<file path="config.mk">
export PLATFORM = sky130hd
export DESIGN_NAME = accumulator_multi
export DESIGN_NICKNAME = d
export VERILOG_FILES = /design/src/rtl/accumulator_multi.sv
export SDC_FILE = /design/constraint.sdc
export NUM_CORES = 1
export LEC_CHECK = 0
export ABC_AREA = 1
export CORE_AREA = 4 4 127 129
export CTS_BUF_LIST = sky130_fd_sc_hd__clkbuf_2
export DETAILED_ROUTE_END_ITERATION = 8
export DIE_AREA = 0 0 131 133
export DONT_BUFFER_PORTS = 1
export PLACE_DENSITY = 0.54
export REMOVE_ABC_BUFFERS = 1
export SYNTH_ARGS = -nofsm -noshare
export SYNTH_HDL_FRONTEND = slang
export SYNTH_SLANG_ARGS = --single-unit
</file>
<file path="constraint.sdc">
create_clock -name clock -period 4.7 [get_ports clock]
set_input_delay 0 -clock clock [delete_from_list [all_inputs] [get_ports clock]]
set_output_delay 0 -clock clock [all_outputs]
set_load 0.05 [all_outputs]
</file>
<file path="src/rtl/accumulator_multi.sv">
// Multi-channel load/transfer accumulator: one shared operand register feeding
// CHANNELS independent accumulators with optional signed arithmetic and saturation.
module accumulator_multi #(
    parameter int WIDTH    = 16,
    parameter int CHANNELS = 4,
    parameter int CH_W     = 2,
    parameter int SIGNED   = 0,
    parameter int SATURATE = 0
) (
    input  logic             clock,
    input  logic             clear,
    input  logic             load,
    input  logic             transfer,
    input  logic [1:0]       op,
    input  logic [CH_W-1:0]  ch_sel,
    input  logic [WIDTH-1:0] data_in,
    output logic [WIDTH-1:0] data_out,
    output logic             overflow,
    output logic             done
);

    localparam logic [1:0] OP_ADD = 2'b00;
    localparam logic [1:0] OP_SUB = 2'b01;
    localparam logic [1:0] OP_REP = 2'b10;
    localparam logic [1:0] OP_CLR = 2'b11;

    localparam bit IS_SIGNED = (SIGNED != 0);
    localparam bit IS_SAT    = (SATURATE != 0);

    localparam logic [WIDTH-1:0] MAX_VAL = IS_SIGNED ? {1'b0, {(WIDTH-1){1'b1}}} : {WIDTH{1'b1}};
    localparam logic [WIDTH-1:0] MIN_VAL = IS_SIGNED ? {1'b1, {(WIDTH-1){1'b0}}} : {WIDTH{1'b0}};

    logic [WIDTH-1:0]    operand;
    logic [WIDTH-1:0]    acc [CHANNELS];
    logic [CHANNELS-1:0] ovf;

    logic             ch_ok;
    logic [WIDTH-1:0] cur_acc;
    logic             cur_ovf;

    // Channel decode by comparison so a ch_sel beyond CHANNELS never indexes the array.
    always_comb begin
        ch_ok   = 1'b0;
        cur_acc = '0;
        cur_ovf = 1'b0;
        for (int i = 0; i < CHANNELS; i++) begin
            if (ch_sel == CH_W'(i)) begin
                ch_ok   = 1'b1;
                cur_acc = acc[i];
                cur_ovf = ovf[i];
            end
        end
    end

    assign data_out = cur_acc;
    assign overflow = cur_ovf;

    logic [WIDTH:0]   ext_acc;
    logic [WIDTH:0]   ext_opnd;
    logic [WIDTH:0]   sum;
    logic [WIDTH:0]   diff;
    logic             add_ovf;
    logic             sub_ovf;
    logic [WIDTH-1:0] add_sat;
    logic [WIDTH-1:0] sub_sat;
    logic [WIDTH-1:0] next_acc;
    logic             next_ovf;

    always_comb begin
        ext_acc  = IS_SIGNED ? {cur_acc[WIDTH-1], cur_acc} : {1'b0, cur_acc};
        ext_opnd = IS_SIGNED ? {operand[WIDTH-1], operand} : {1'b0, operand};
        sum      = ext_acc + ext_opnd;
        diff     = ext_acc - ext_opnd;
        if (IS_SIGNED) begin
            add_ovf = (cur_acc[WIDTH-1] == operand[WIDTH-1]) && (sum[WIDTH-1] != cur_acc[WIDTH-1]);
            sub_ovf = (cur_acc[WIDTH-1] != operand[WIDTH-1]) && (diff[WIDTH-1] != cur_acc[WIDTH-1]);
        end else begin
            add_ovf = sum[WIDTH];
            sub_ovf = diff[WIDTH];
        end
        // Signed overflow always leaves acc's sign behind, so acc's sign picks the clamp rail.
        add_sat = (IS_SIGNED && cur_acc[WIDTH-1])  ? MIN_VAL : MAX_VAL;
        sub_sat = (IS_SIGNED && !cur_acc[WIDTH-1]) ? MAX_VAL : MIN_VAL;
    end

    always_comb begin
        next_acc = cur_acc;
        next_ovf = cur_ovf;
        case (op)
            OP_ADD: begin
                next_acc = (add_ovf && IS_SAT) ? add_sat : sum[WIDTH-1:0];
                next_ovf = cur_ovf | add_ovf;
            end
            OP_SUB: begin
                next_acc = (sub_ovf && IS_SAT) ? sub_sat : diff[WIDTH-1:0];
                next_ovf = cur_ovf | sub_ovf;
            end
            OP_REP: begin
                next_acc = operand;
            end
            OP_CLR: begin
                next_acc = '0;
                next_ovf = 1'b0;
            end
            default: begin
                next_acc = cur_acc;
            end
        endcase
    end

    // transfer is accepted on any edge where ch_sel names a real channel; done is the
    // one-cycle acknowledgement of that acceptance and has no back-pressure.
    always_ff @(posedge clock or negedge clear) begin
        if (!clear) begin
            operand <= '0;
            ovf     <= '0;
            done    <= 1'b0;
            for (int i = 0; i < CHANNELS; i++) begin
                acc[i] <= '0;
            end
        end else begin
            done <= transfer && ch_ok;
            if (transfer) begin
                for (int i = 0; i < CHANNELS; i++) begin
                    if (ch_ok && (ch_sel == CH_W'(i))) begin
                        acc[i] <= next_acc;
                        ovf[i] <= next_ovf;
                    end
                end
            end else if (load) begin
                operand <= data_in;
            end
        end
    end

endmodule

</file>
# Word-level counts from Yosys, hierarchy flattened
# Index checks and enable logic that the tools add are counted.
# totals
regBits,85
output_inout_bits,18
elab_cells,47
# classes
add_sub_neg,2
n_eq_ne,6
n_mux,14
n_bitwise,3
reduce_logical,12
# op_table
op,count
2-to-1 mux 16 bit,4
one-hot mux 16 bit (4 select lines),1
adder 16 x 16 -> 17 bit,1
subtractor 16 x 16 -> 17 bit,1
AND reduction 2 bit,5
"== test 2 bit, second input constant",4
2-to-1 mux 1 bit,8
logical AND 1 bit,5
"== test 2 x 1 -> 1 bit, second input constant",2
logical NOT 2 bit,2
one-hot mux 1 bit (3 select lines),1
OR 1 bit,2
NOT 1 bit,1

# Depth between registers and ports, before layout
# depth
depth_word,8
depth_mapped,22
ltp_nobuf,20

# Worst setup path after synthesis
# Ideal clock, no wire load.
# synth_timing
path_kind,input -> register
startpoint,input ch_sel[0]
endpoint,register acc[14] in the netlist's numbering
setup_time_ns,0.117
arrival_time_ns,3.302
required_ns,4.583
setup_slack_ns,1.282
cell_stages,18
n_path_buf,2
path_cell_list,buf_2 -> nand2_1 -> buf_2 -> o21ai_0 -> inv_1 -> fa_1 -> inv_1 -> nand3_1 -> nand3_2 -> nand2_1 -> nand2_1 -> nand2_1 -> nand2_1 -> nand2_1 -> nand3_1 -> nand3_2 -> nand2_1 -> nand2_1
# synth_between
elab_chain_cells,7
# synth_rtl
item,line_no,text
"start, declared",15,"input logic [CH_W-1:0] ch_sel,"
logical NOT 2 bit,47,if (ch_sel == CH_W'(i)) begin
2-to-1 mux 16 bit (3 in a row),47,
2-to-1 mux 16 bit *,47,
named net data_out[1],17,"output logic [WIDTH-1:0] data_out,"
subtractor 16 x 16 -> 17 bit or adder 16 x 16 -> 17 bit (tied branches),"73, 72",
one-hot mux 16 bit (4 select lines) *,89,case (op)
"end signal, assigned by index",126,acc[i] <= next_acc;
"end, declared",34,logic [WIDTH-1:0] acc [CHANNELS];
# The timed path passes the listed nets; every way through them passes the cells marked *.
# A chain may end at the register's enable or synchronous reset.

# Final worst setup path
# layout_timing
startpoint,input ch_sel[0]
endpoint,register ovf[1]
# layout_between
elab_chain_cells,8
# layout_rtl
item,line_no,text
logical NOT 2 bit,47,
2-to-1 mux 16 bit (3 in a row),47,
2-to-1 mux 16 bit *,47,
named net data_out[13],17,
subtractor 16 x 16 -> 17 bit or adder 16 x 16 -> 17 bit (tied branches),"73, 72",
OR 1 bit (on tied branches),"96, 92",
one-hot mux 1 bit (3 select lines) *,89,
"end signal, assigned by index",127,ovf[i] <= next_ovf;
"end, declared",35,logic [CHANNELS-1:0] ovf;
# Marked as above.

==> impl_metrics.yaml <==
setup_path:
  crit_type: "in -> reg"
  ff2ff_setup_slack_ns: 0.59
  r2r_cells: 16
  worstReg2RegStart: "acc[29]"
  reg2reg_to: "ovf[1]"
  critPathCaptureType: "flip-flop"
  cp_max_fo: 20
  arrival_ns: 4.80
  critPathRequiredTime_ns: 5.23
  start_kind: "input port"
placement:
  gp_congestion: 0.921
  hpwl_um: 13200
  dp_cells: 1050
  port_buffers: 0
yosys:
  synthSimpleGateAreaFrac: 0.346
  synthCells: 879
  synth_compound_area_frac: 0.107
  syn-cell-area_mm2: 0.00590
  ys_seq_elements: 85
  ys_warn_count: 0
  syn_avg_cell_area_um2: 6.72
  synth_top_cell_area_share: 0.360
  yosys.area.top_type: "dfrtp_1"
  synth-seq-area-share: 0.360
  synthAdderAreaFrac: 0.0746
  synth_xor_area_frac: 0.00593
  ys_types: 33
  netlist_top_cells_area: "dfrtp_1 (36%), nand2_1 (23%), ha_1 (6.8%)"
  synth_top_family_by_area: "simple AND/OR/NAND/NOR gates"
  synth.area.mux_share: 0.00191
cts:
  cts.clk_slew.worst_paths_ns: 0.26
  post_cts_resized: 0
  cts_htree_levels: 3
  cts_num_sinks: 85
  cts_root_buf: "clkbuf_2"
  insertion_delay_ns: 0.58
  numCtsBuffers: 9
  cts_tree: "yes"
  cts_buffer_depth: 2
pwr:
  p_clk_frac: 0.156
  switching_share: 0.470
  p_seq_frac: 0.349
  cellLeakagePower_uw: 0.00359
  power_density_mw_per_mm2: 441
  internal-power_uw: 1530
  power.share.combinational: 0.495
  peakVddDrop_v: 0.000207
  p_sw_uw: 1350
final_layout:
  areaGrowthSynthToFinish_pct: 10.5
  instances_no_fill: 1093
  finalNetCount: 958
  final_common_cell: "nand2_1"
  layout_common_cells: "nand2_1 (359), inv_1 (99), dfrtp_1 (85)"
  drive_above_1_share: 0.0840
  antennaDiodeCount: 0
detailed_routing:
  drt_iter0_drc: 460
  firstDrtPassIters: 6
  vias: 5563
  finalWirelength_um: 18400
  wl_per_cell_um: 16.9
  antenna_left: 0
  vias_per_cell: 5.09
  drc_errors: 0
timing:
  timing.final.crit_period_ns: 4.27
  grt_setup_unrepaired: "no"
  tns_ns: 0
  slew_violations: 0
  period_share: 0.909
  finalClockSkew_ns: 0.0282
  hold_viol: 0
  relSlewSlack: 0.245
  setup_viol: 0
  max_freq_mhz: 234
  tightest_slew_ns: 1.13
global_route:
  grt_pass1_vias: 5373
  grt_pass1_wl_um: 29600
  antenna_found_initial: 0
  grt_max_degree: 86
  grt_usage: 0.220
  gr-total-overflow: 0
floorplan:
  core_mm2: 0.0150
  die_width_um: 131
  rows: 45
  chipHeight_um: 133
  start_util: 0.393
  ioPinCount: 42
  dieArea_mm2: 0.0174
run:
  maxCapViolCount: 0
outcome:
  status: "complete, no violations"
hold_path:
  min_path_type: "in -> async"
worst max-delay path by stage:
stage | from | to | slack (ns) | depth (start not counted)
2_1_floorplan | ch_sel[0] | acc[46] | 1.36 | 16
3_3_place_gp | ch_sel[0] | acc[29] | 1.64 | 18
3_5_place_dp | ch_sel[0] | acc[13] | 1.60 | 18
4_1_cts | ch_sel[0] | ovf[1] | 0.55 | 20
5_1_grt | ch_sel[0] | ovf[1] | 0.31 | 20
6_report | ch_sel[0] | ovf[1] | 0.43 | 20
final cells by class:
cell class | count | area (um2)
fillers | 1599 | 8510
multi-input cells | 640 | 3170
flip-flops and latches | 85 | 2130
inverters | 126 | 473
repair buffers | 38 | 388
well taps | 188 | 235
clock inverters | 6 | 86.3
clock buffers | 10 | 50.0
what timing repair did:
item                      4_1_cts  5_1_grt
hold endpoints to repair      166        0
hold buffers                   27        0
setup buffers                   0        0
cell families after synthesis:
logic type                 count (synthesis)
xor gates and xnor gates                   4
muxes                                      1
adders and majority gates                 34
DFF                                       85
buffers and inverters                    154
and+or+nand+nor                          494
AOI/OAI and AO/OA                        107
metrics by stage:
step | area [um2] | power (uW) | setup slack [ns] | utilization | hold slack, ns
CTS | 6530 | 2890 | 0.551 | 0.434 | 0.0316
global route | 6530 | 3130 | 0.313 | 0.434 | 0.0202
detailed placement | 6080 | 2390 | 1.60 | 0.405 | -0.292
floorplan | 5770 | 2030 | 1.36 | - | -0.296
global placement | 6080 | 2390 | 1.64 | 0.405 | -0.292
finish | 6530 | 2880 | 0.428 | 0.434 | 0.0120
critical path: stages:
cell	delay (ns)
dlygate4sd3_1	0.67
nand2_1	0.11
buf_4	0.26
inv_2	0.17
a221oi_1	0.28
nand2_1	0.09
o21ai_1	0.18
inv_1	0.32
ha_1	0.51
nor2_1	0.25
nand3_1	0.17
nor2_1	0.12
nand3_1	0.10
nand2_1	0.09
nand2_1	0.06
nand3_2	0.11
dlygate4sd3_1	0.63
nand2_1	0.06
dlygate4sd3_1	0.55
nand2_1	0.05
Yosys cell counts, drive strengths merged:
master  count
xor2        4
nand2     361
nor2       61
and2        1
buf        23
o311ai      1
o221ai      9
o22ai       9
nand3      60
nand3b      1
clkbuf      5
dfrtp      85
o211ai      2
inv       126
a221oi      6
nor3        4
ha         32
nand4       6
o21bai      1
a21oi      35
fa          2
mux2        1
o21ai      44
power groups by stage:
stage / clock (uW) / sequential (uW) / combinational, uW
finish: 449 / 1010 / 1420
global route: 494 / 1030 / 1600
CTS: 464 / 1000 / 1420
detailed placement: 0 / 1020 / 1370
global placement: 0 / 1020 / 1370
floorplan: 0 / 992 / 1040
registers in the layout, summed over array words and instances (netlist names):
signal / count
operand: 16
done: 1
acc: 64
ovf: 4
layer usage:
metal,share of wire,track usage,vias up
met4,0.019,0.0749,0
met2,0.47,0.343,117
met3,0.043,0.0291,29
li1,-,-,2807
met1,0.47,0.313,2610
met5,0,0,-
No activity file was read; power rests on OpenSTA's default activity.
